===== config.mk =====
export PLATFORM = sky130hd
export DESIGN_NAME = hazard_issue_ctrl
export DESIGN_NICKNAME = d
export VERILOG_FILES = /design/src/rtl/hazard_issue_ctrl.sv
export SDC_FILE = /design/constraint.sdc
export NUM_CORES = 1
export LEC_CHECK = 0
export ABC_AREA = 0
export CAP_MARGIN = 20
export CORE_MARGIN = 5
export CORE_UTILIZATION = 38
export CTS_BUF_LIST = sky130_fd_sc_hd__clkbuf_2 sky130_fd_sc_hd__clkbuf_4 sky130_fd_sc_hd__clkbuf_8
export DETAILED_ROUTE_END_ITERATION = 12
export GPL_TIMING_DRIVEN = 0
export PLACE_DENSITY = 0.78
export SLEW_MARGIN = 20
export SYNTH_ARGS = -nofsm -noshare
export SYNTH_HDL_FRONTEND = slang
export SYNTH_SLANG_ARGS = --single-unit

===== constraint.sdc =====
create_clock -name clk -period 2.3 [get_ports clk]
set_clock_uncertainty 0.2 [all_clocks]
set_input_delay 0.345 -clock clk [delete_from_list [all_inputs] [get_ports clk]]
set_output_delay 0.345 -clock clk [all_outputs]
set_load 0.02 [all_outputs]

===== src/rtl/hazard_issue_ctrl.sv =====
// Front-half sequencer for the 5-stage RV32I pipe: owns IF/ID, classifies the ID opcode, resolves hazards.
// Optional build macro HAZARD_PERF_EN adds saturating stall/flush cycle counters.
module hazard_issue_ctrl #(
    parameter int XLEN  = 32,
    parameter int CNT_W = 16
) (
    input  logic            clk,
    input  logic            reset_n,
    input  logic [XLEN-1:0] if_inst,
    input  logic [XLEN-1:0] if_pc,
    input  logic            ex_mem_read,
    input  logic [4:0]      ex_rd,
    input  logic            ex_redirect,
    input  logic            dmem_busy,
    output logic [XLEN-1:0] id_inst,
    output logic [XLEN-1:0] id_pc,
    output logic            id_valid,
    output logic [2:0]      id_opclass,
    output logic            pc_write,
    output logic            idex_bubble,
`ifdef HAZARD_PERF_EN
    output logic [CNT_W-1:0] stall_cycles,
    output logic [CNT_W-1:0] flush_cycles,
`endif
    output logic            pipe_hold
);

    typedef enum logic [1:0] {
        ST_RUN      = 2'd0,
        ST_LU_STALL = 2'd1,
        ST_MEM_WAIT = 2'd2,
        ST_FLUSH    = 2'd3
    } state_t;

    state_t          r_state;
    logic [XLEN-1:0] r_id_inst;
    logic [XLEN-1:0] r_id_pc;
    logic            r_id_valid;

    logic [6:0] w_op;
    logic [2:0] w_cls;
    logic [4:0] w_rs1;
    logic [4:0] w_rs2;
    logic       w_rs1_used;
    logic       w_rs2_used;
    logic       w_load_use;
    logic       w_lu_stall;
    logic       w_capture;

    assign w_op  = r_id_inst[6:0];
    assign w_rs1 = r_id_inst[19:15];
    assign w_rs2 = r_id_inst[24:20];

    always_comb begin
        w_cls = 3'd0;
        case (w_op)
            7'b0110011:             w_cls = 3'd1;
            7'b0010011:             w_cls = 3'd2;
            7'b0000011:             w_cls = 3'd3;
            7'b0100011:             w_cls = 3'd4;
            7'b1100011:             w_cls = 3'd5;
            7'b1101111, 7'b1100111: w_cls = 3'd6;
            7'b0110111, 7'b0010111: w_cls = 3'd7;
            default:                w_cls = 3'd0;
        endcase
    end

    // JAL has no source register; only JALR reads rs1 within the jump class.
    assign w_rs1_used = (w_cls >= 3'd1 && w_cls <= 3'd5) || (w_op == 7'b1100111);
    assign w_rs2_used = (w_cls == 3'd1) || (w_cls == 3'd4) || (w_cls == 3'd5);

    assign w_load_use = r_id_valid && ex_mem_read && (ex_rd != 5'd0) &&
                        ((w_rs1_used && (w_rs1 == ex_rd)) || (w_rs2_used && (w_rs2 == ex_rd)));

    // The cycle after a load-use stall EX holds the bubble, so the hazard is not re-checked.
    assign w_lu_stall = w_load_use && (r_state != ST_LU_STALL);
    assign w_capture  = !ex_redirect && !dmem_busy && !w_lu_stall;

    always_comb begin
        pc_write    = 1'b1;
        idex_bubble = 1'b0;
        pipe_hold   = 1'b0;
        if (ex_redirect) begin
            idex_bubble = 1'b1;
        end else if (dmem_busy) begin
            pc_write  = 1'b0;
            pipe_hold = 1'b1;
        end else if (w_lu_stall) begin
            pc_write    = 1'b0;
            idex_bubble = 1'b1;
        end
    end

    always_ff @(posedge clk or negedge reset_n) begin
        if (!reset_n) begin
            r_state    <= ST_RUN;
            r_id_inst  <= '0;
            r_id_pc    <= '0;
            r_id_valid <= 1'b0;
        end else if (ex_redirect) begin
            r_state    <= ST_FLUSH;
            r_id_valid <= 1'b0;
        end else if (dmem_busy) begin
            r_state <= ST_MEM_WAIT;
        end else if (w_lu_stall) begin
            r_state <= ST_LU_STALL;
        end else begin
            r_state    <= ST_RUN;
            r_id_inst  <= if_inst;
            r_id_pc    <= if_pc;
            r_id_valid <= 1'b1;
        end
    end

    assign id_inst    = r_id_inst;
    assign id_pc      = r_id_pc;
    assign id_valid   = r_id_valid;
    assign id_opclass = r_id_valid ? w_cls : 3'd0;

`ifdef HAZARD_PERF_EN
    logic [CNT_W-1:0] r_stall_cycles;
    logic [CNT_W-1:0] r_flush_cycles;

    always_ff @(posedge clk or negedge reset_n) begin
        if (!reset_n) begin
            r_stall_cycles <= '0;
            r_flush_cycles <= '0;
        end else begin
            if (!pc_write && (r_stall_cycles != {CNT_W{1'b1}}))
                r_stall_cycles <= r_stall_cycles + 1'b1;
            if (ex_redirect && (r_flush_cycles != {CNT_W{1'b1}}))
                r_flush_cycles <= r_flush_cycles + 1'b1;
        end
    end

    assign stall_cycles = r_stall_cycles;
    assign flush_cycles = r_flush_cycles;
`endif

    logic w_unused;
    assign w_unused = (w_capture == 1'b0) & 1'b0;

endmodule


==> impl_summary.md <==
Floorplanning
The die width is 100 um. For this configuration, the core starts out at a cell density of 39.4%. The count of standard-cell rows is 32.

After floorplanning, the core was sized to cover 7810 um2. The height of the die is 100 um. Pin placement for this block handled 145 I/O pins.

The full die area is 10000 um2.

Routing
The number of violations reported at the end of detailed-routing iteration 0 is 29. For this run, design rule violations remaining after detail routing come to 0. The routed layout has 2174 vias.

Dividing the detail-routed wire length by the instance count gives 16.7 um. The number of nets still failing antenna checks after routing is 0. The vias per cell is 4.65. After detailed routing, the total wire length is 7810 um. Before antenna repair, the detailed router went through 4 iterations.

Power
The areal power density over the cells is 723 nW/um2. Net switching is 28.5% of the power. IR analysis of the VDD net gives a maximum drop of 0.387 mV.

In this run, flip-flops and latches consume 40.6% of the power. The relative contribution of combinational cells to total power is 33.2%. Summed over all cells, the static leakage comes to 0.00222 uW. The clock network burns 26.2% of the power. The net switching component of the power is 1040 uW.

Internal power comes to 2610 uW.

Critical path
The startpoint type of the worst setup path is a flip-flop. The classification of the worst setup path is flip-flop to output pin. The number of cells on the worst reg-to-reg path is 9. In this design, the stage delay of the slowest critical-path cell is 0.41 ns.

The critical path goes through xor2_1 > nor4_2 > and3_1 > a31o_4 > nand2_1 > o21ai_2 > buf_6. The endpoint of the worst register-to-register path is id_pc[8]. The largest driver fanout on the critical path is 3. STA classifies the critical path endpoint as an output pin.

Data on the critical path is required at its endpoint by 1.75 ns. The setup check on the worst reg-to-reg path leaves a slack of -0.15 ns. In this run the critical register-to-register path is launched from id_inst[2]. The largest individual stage delay along the critical path comes from the cell dfrtp_1. The arrival time reported for the critical path endpoint is 1.93 ns.

Global route
Global routing used 5.56% of the available met3 tracks. The number of global-route vias before repair is 2436. The initial antenna violation count is 0. Global routing used 19.7% of the available met1 tracks. The maximum number of pins on one net before global-route repair is 37. The global routing stage identified its most utilized layer as met2. Global routing finished with a remaining overflow of 0. The wire length of the first global-routing pass is 12300 um. The met2 global-route usage is 25.4%. The total routing resource utilization after global routing is 15.7%.

Logic synthesis
The register area share after synthesis is 54.4%. In the synthesized netlist the dominant register cell turns out to be dfrtp_1. Yosys mapped a number of flops with a built-in enable equal to 0. The area of the mapped netlist is 3080 um2. The number of flip-flops and latches in the synthesized netlist is 67. The cell count after synthesis is 195. The total nets after synthesis is 269.

The total of warnings raised by yosys is 0. The number of different library cells used by synthesis comes to 31. The share of synthesized flip-flops with an asynchronous set or reset is 100%.

A synthesized cell averages 15.8 um2.

STA
The worst path in the final design needs a cycle of 2.47 ns, including I/O delays and setup. The number of max-slew violations in the final report came to 0. The final number of setup-violating endpoints is 67. Setup repair after global routing could not meet its margin everywhere. The worst max-slew margin expressed relative to the limit is 71.6%. For the pin with the worst max-slew slack, the measured transition is 0.427 ns. The post-route clock period utilization is 107%. Across all hold checks on the routed design, the worst slack comes to 0.291 ns.

The hold violation total from the final report is 0. The setup slack after layout is -0.171 ns. Timing would allow up to 405 MHz.

Worst hold path
The worst hold path belongs to the class input pin to asynchronous set/reset pin.

Outcome
The final reports fail on setup timing. The flow ran to the end, but the final reports show violations.

Place
The weighted congestion at the end of routability-driven global placement is 0.768. After legalization and detailed placement, the total HPWL measured 5660 um. Input and output buffers added on the ports amount to 144. The area of placed instances is 4670 um2.

Finish
In the layout the commonest cells are clkdlybuf4s50_1, dfrtp_1, mux2_4. The layout cell share with drive strength beyond 1 is 31.7%. Once layout is done, the placed cells without fillers occupy 5050 um2. The repair_antennas step left the layout with diodes totalling 0. The library cell used most frequently in the layout, excluding fill and tap cells, is clkdlybuf4s50_1. The area added between synthesis and finish is 64.1%. The number of nets in the final layout is 435.

Clock network
The CTS tree is built. Clock tree synthesis selected as its root buffer the cell clkbuf_8. The clock reaches the later pin of the worst-skew pair after 0.33 ns. The H-tree was split into 3 levels. Counting every sink on the clock net gives 67. In this run, CTS created clock tree buffers numbering 9.

Counting along the longest clock path gives a buffer depth of 2. After clock tree synthesis, the clock-pin slew on the worst setup and hold paths is 0.07 ns.

Run
The number of maximum-capacitance violations is 0.
-- registers in the layout, indices dropped and copies added, names as in the netlist --
name / cells
id_inst: 32
id_pc: 32
r_state: 2
id_valid: 1
-- worst max-delay path, delay by kind of cell, from the launching register on --
family,cells,cell delay (ns)
buffers and inverters,1,0.14
XOR/XNOR,1,0.18
AO/OA/AOI/OAI,2,0.27
flip-flops,1,0.41
AND/OR/NAND/NOR,3,0.60
-- kinds of logic (layout without fill, tap and decap cells) --
group	Yosys count	count (layout)	synth area share, %
compound gates	15	15	3.86
buf+inv	10	181	4.63
mux	64	64	29.4
flops	67	67	54.4
simple gates	29	29	4.84
xor+xnor	10	10	2.84
-- metal layers --
metal | up-vias | wire length (um)
met3 | 4 | 624
met2 | 91 | 3760
met4 | 0 | 51
met5 | - | 0
li1 | 1020 | -
met1 | 1059 | 3380
-- how the worst max path moves through the flow --
stage | start | endpoint | slack, ns | cells after the start
2_1_floorplan | id_inst[2] | id_inst[2] | 0.01 | 8
3_3_place_gp | reset_n | id_inst[2] | -1.75 | 1
3_5_place_dp | ex_rd[4] | idex_bubble | -0.80 | 8
4_1_cts | id_inst[16] | idex_bubble | -0.18 | 7
5_1_grt | id_inst[19] | idex_bubble | -0.25 | 7
6_report | id_inst[19] | idex_bubble | -0.17 | 7
-- synth_stat cells, drive strengths merged (2+ instances only) --
cell    number  area (um2)
inv          2        7.51
nand2        6        22.5
buf          8         135
xor2         6        52.6
nand2b       4        25.0
o21ai        2        10.0
nor2         4        15.0
xnor2        4        35.0
nor2b        2        12.5
nor3         6        30.0
mux2        64         905
dfrtp       67        1680
a21oi        5        36.3
-- power by group through the flow --
stage	Sequential (uW)	Clock (uW)	Combinational [uW]
2_1_floorplan	1690	0	382
3_3_place_gp	1490	0	1150
3_5_place_dp	1490	0	1170
4_1_cts	1480	989	1190
5_1_grt	1510	1040	1280
6_report	1480	958	1210
-- layout make-up --
cell class                      count  area [um2]
Fill cell                         621        2750
Clock inverter                      5        52.6
Inverter                            2        7.51
Timing Repair Buffer              156        1590
Multi-Input combinational cell    118        1320
Clock buffer                       11         145
Tap cell                          102         128
Buffer                              7         135
Sequential cell                    67        1680
-- per-stage QoR --
| stage | total power [uW] | worst slack, ns | util [%] | TNS [ns] | cells |
|---|---|---|---|---|---|
| 3_3_place_gp | 2640 | -1.75 | 59.6 | -128.14 | 441 |
| 3_5_place_dp | 2660 | -0.799 | 59.8 | -27.08 | 442 |
| 6_report | 3650 | -0.171 | 64.7 | -8.24 | 468 |
| 2_1_floorplan | 2070 | 0.0136 | - | 0 | 195 |
| 4_1_cts | 3670 | -0.178 | 63.6 | -0.831 | 464 |
| 5_1_grt | 3830 | -0.245 | 64.7 | -14.32 | 468 |
-- repair_timing --
item	4_1_cts	5_1_grt
pin swaps	9	3
gates resized for setup	31	19
buffers inserted	4	3
gates cloned	2	1
hold buffers	1	0
endpoints found under the hold margin	31	0
endpoints found under the setup margin	54	70
Note: power is estimated with default switching activity, not from simulation.
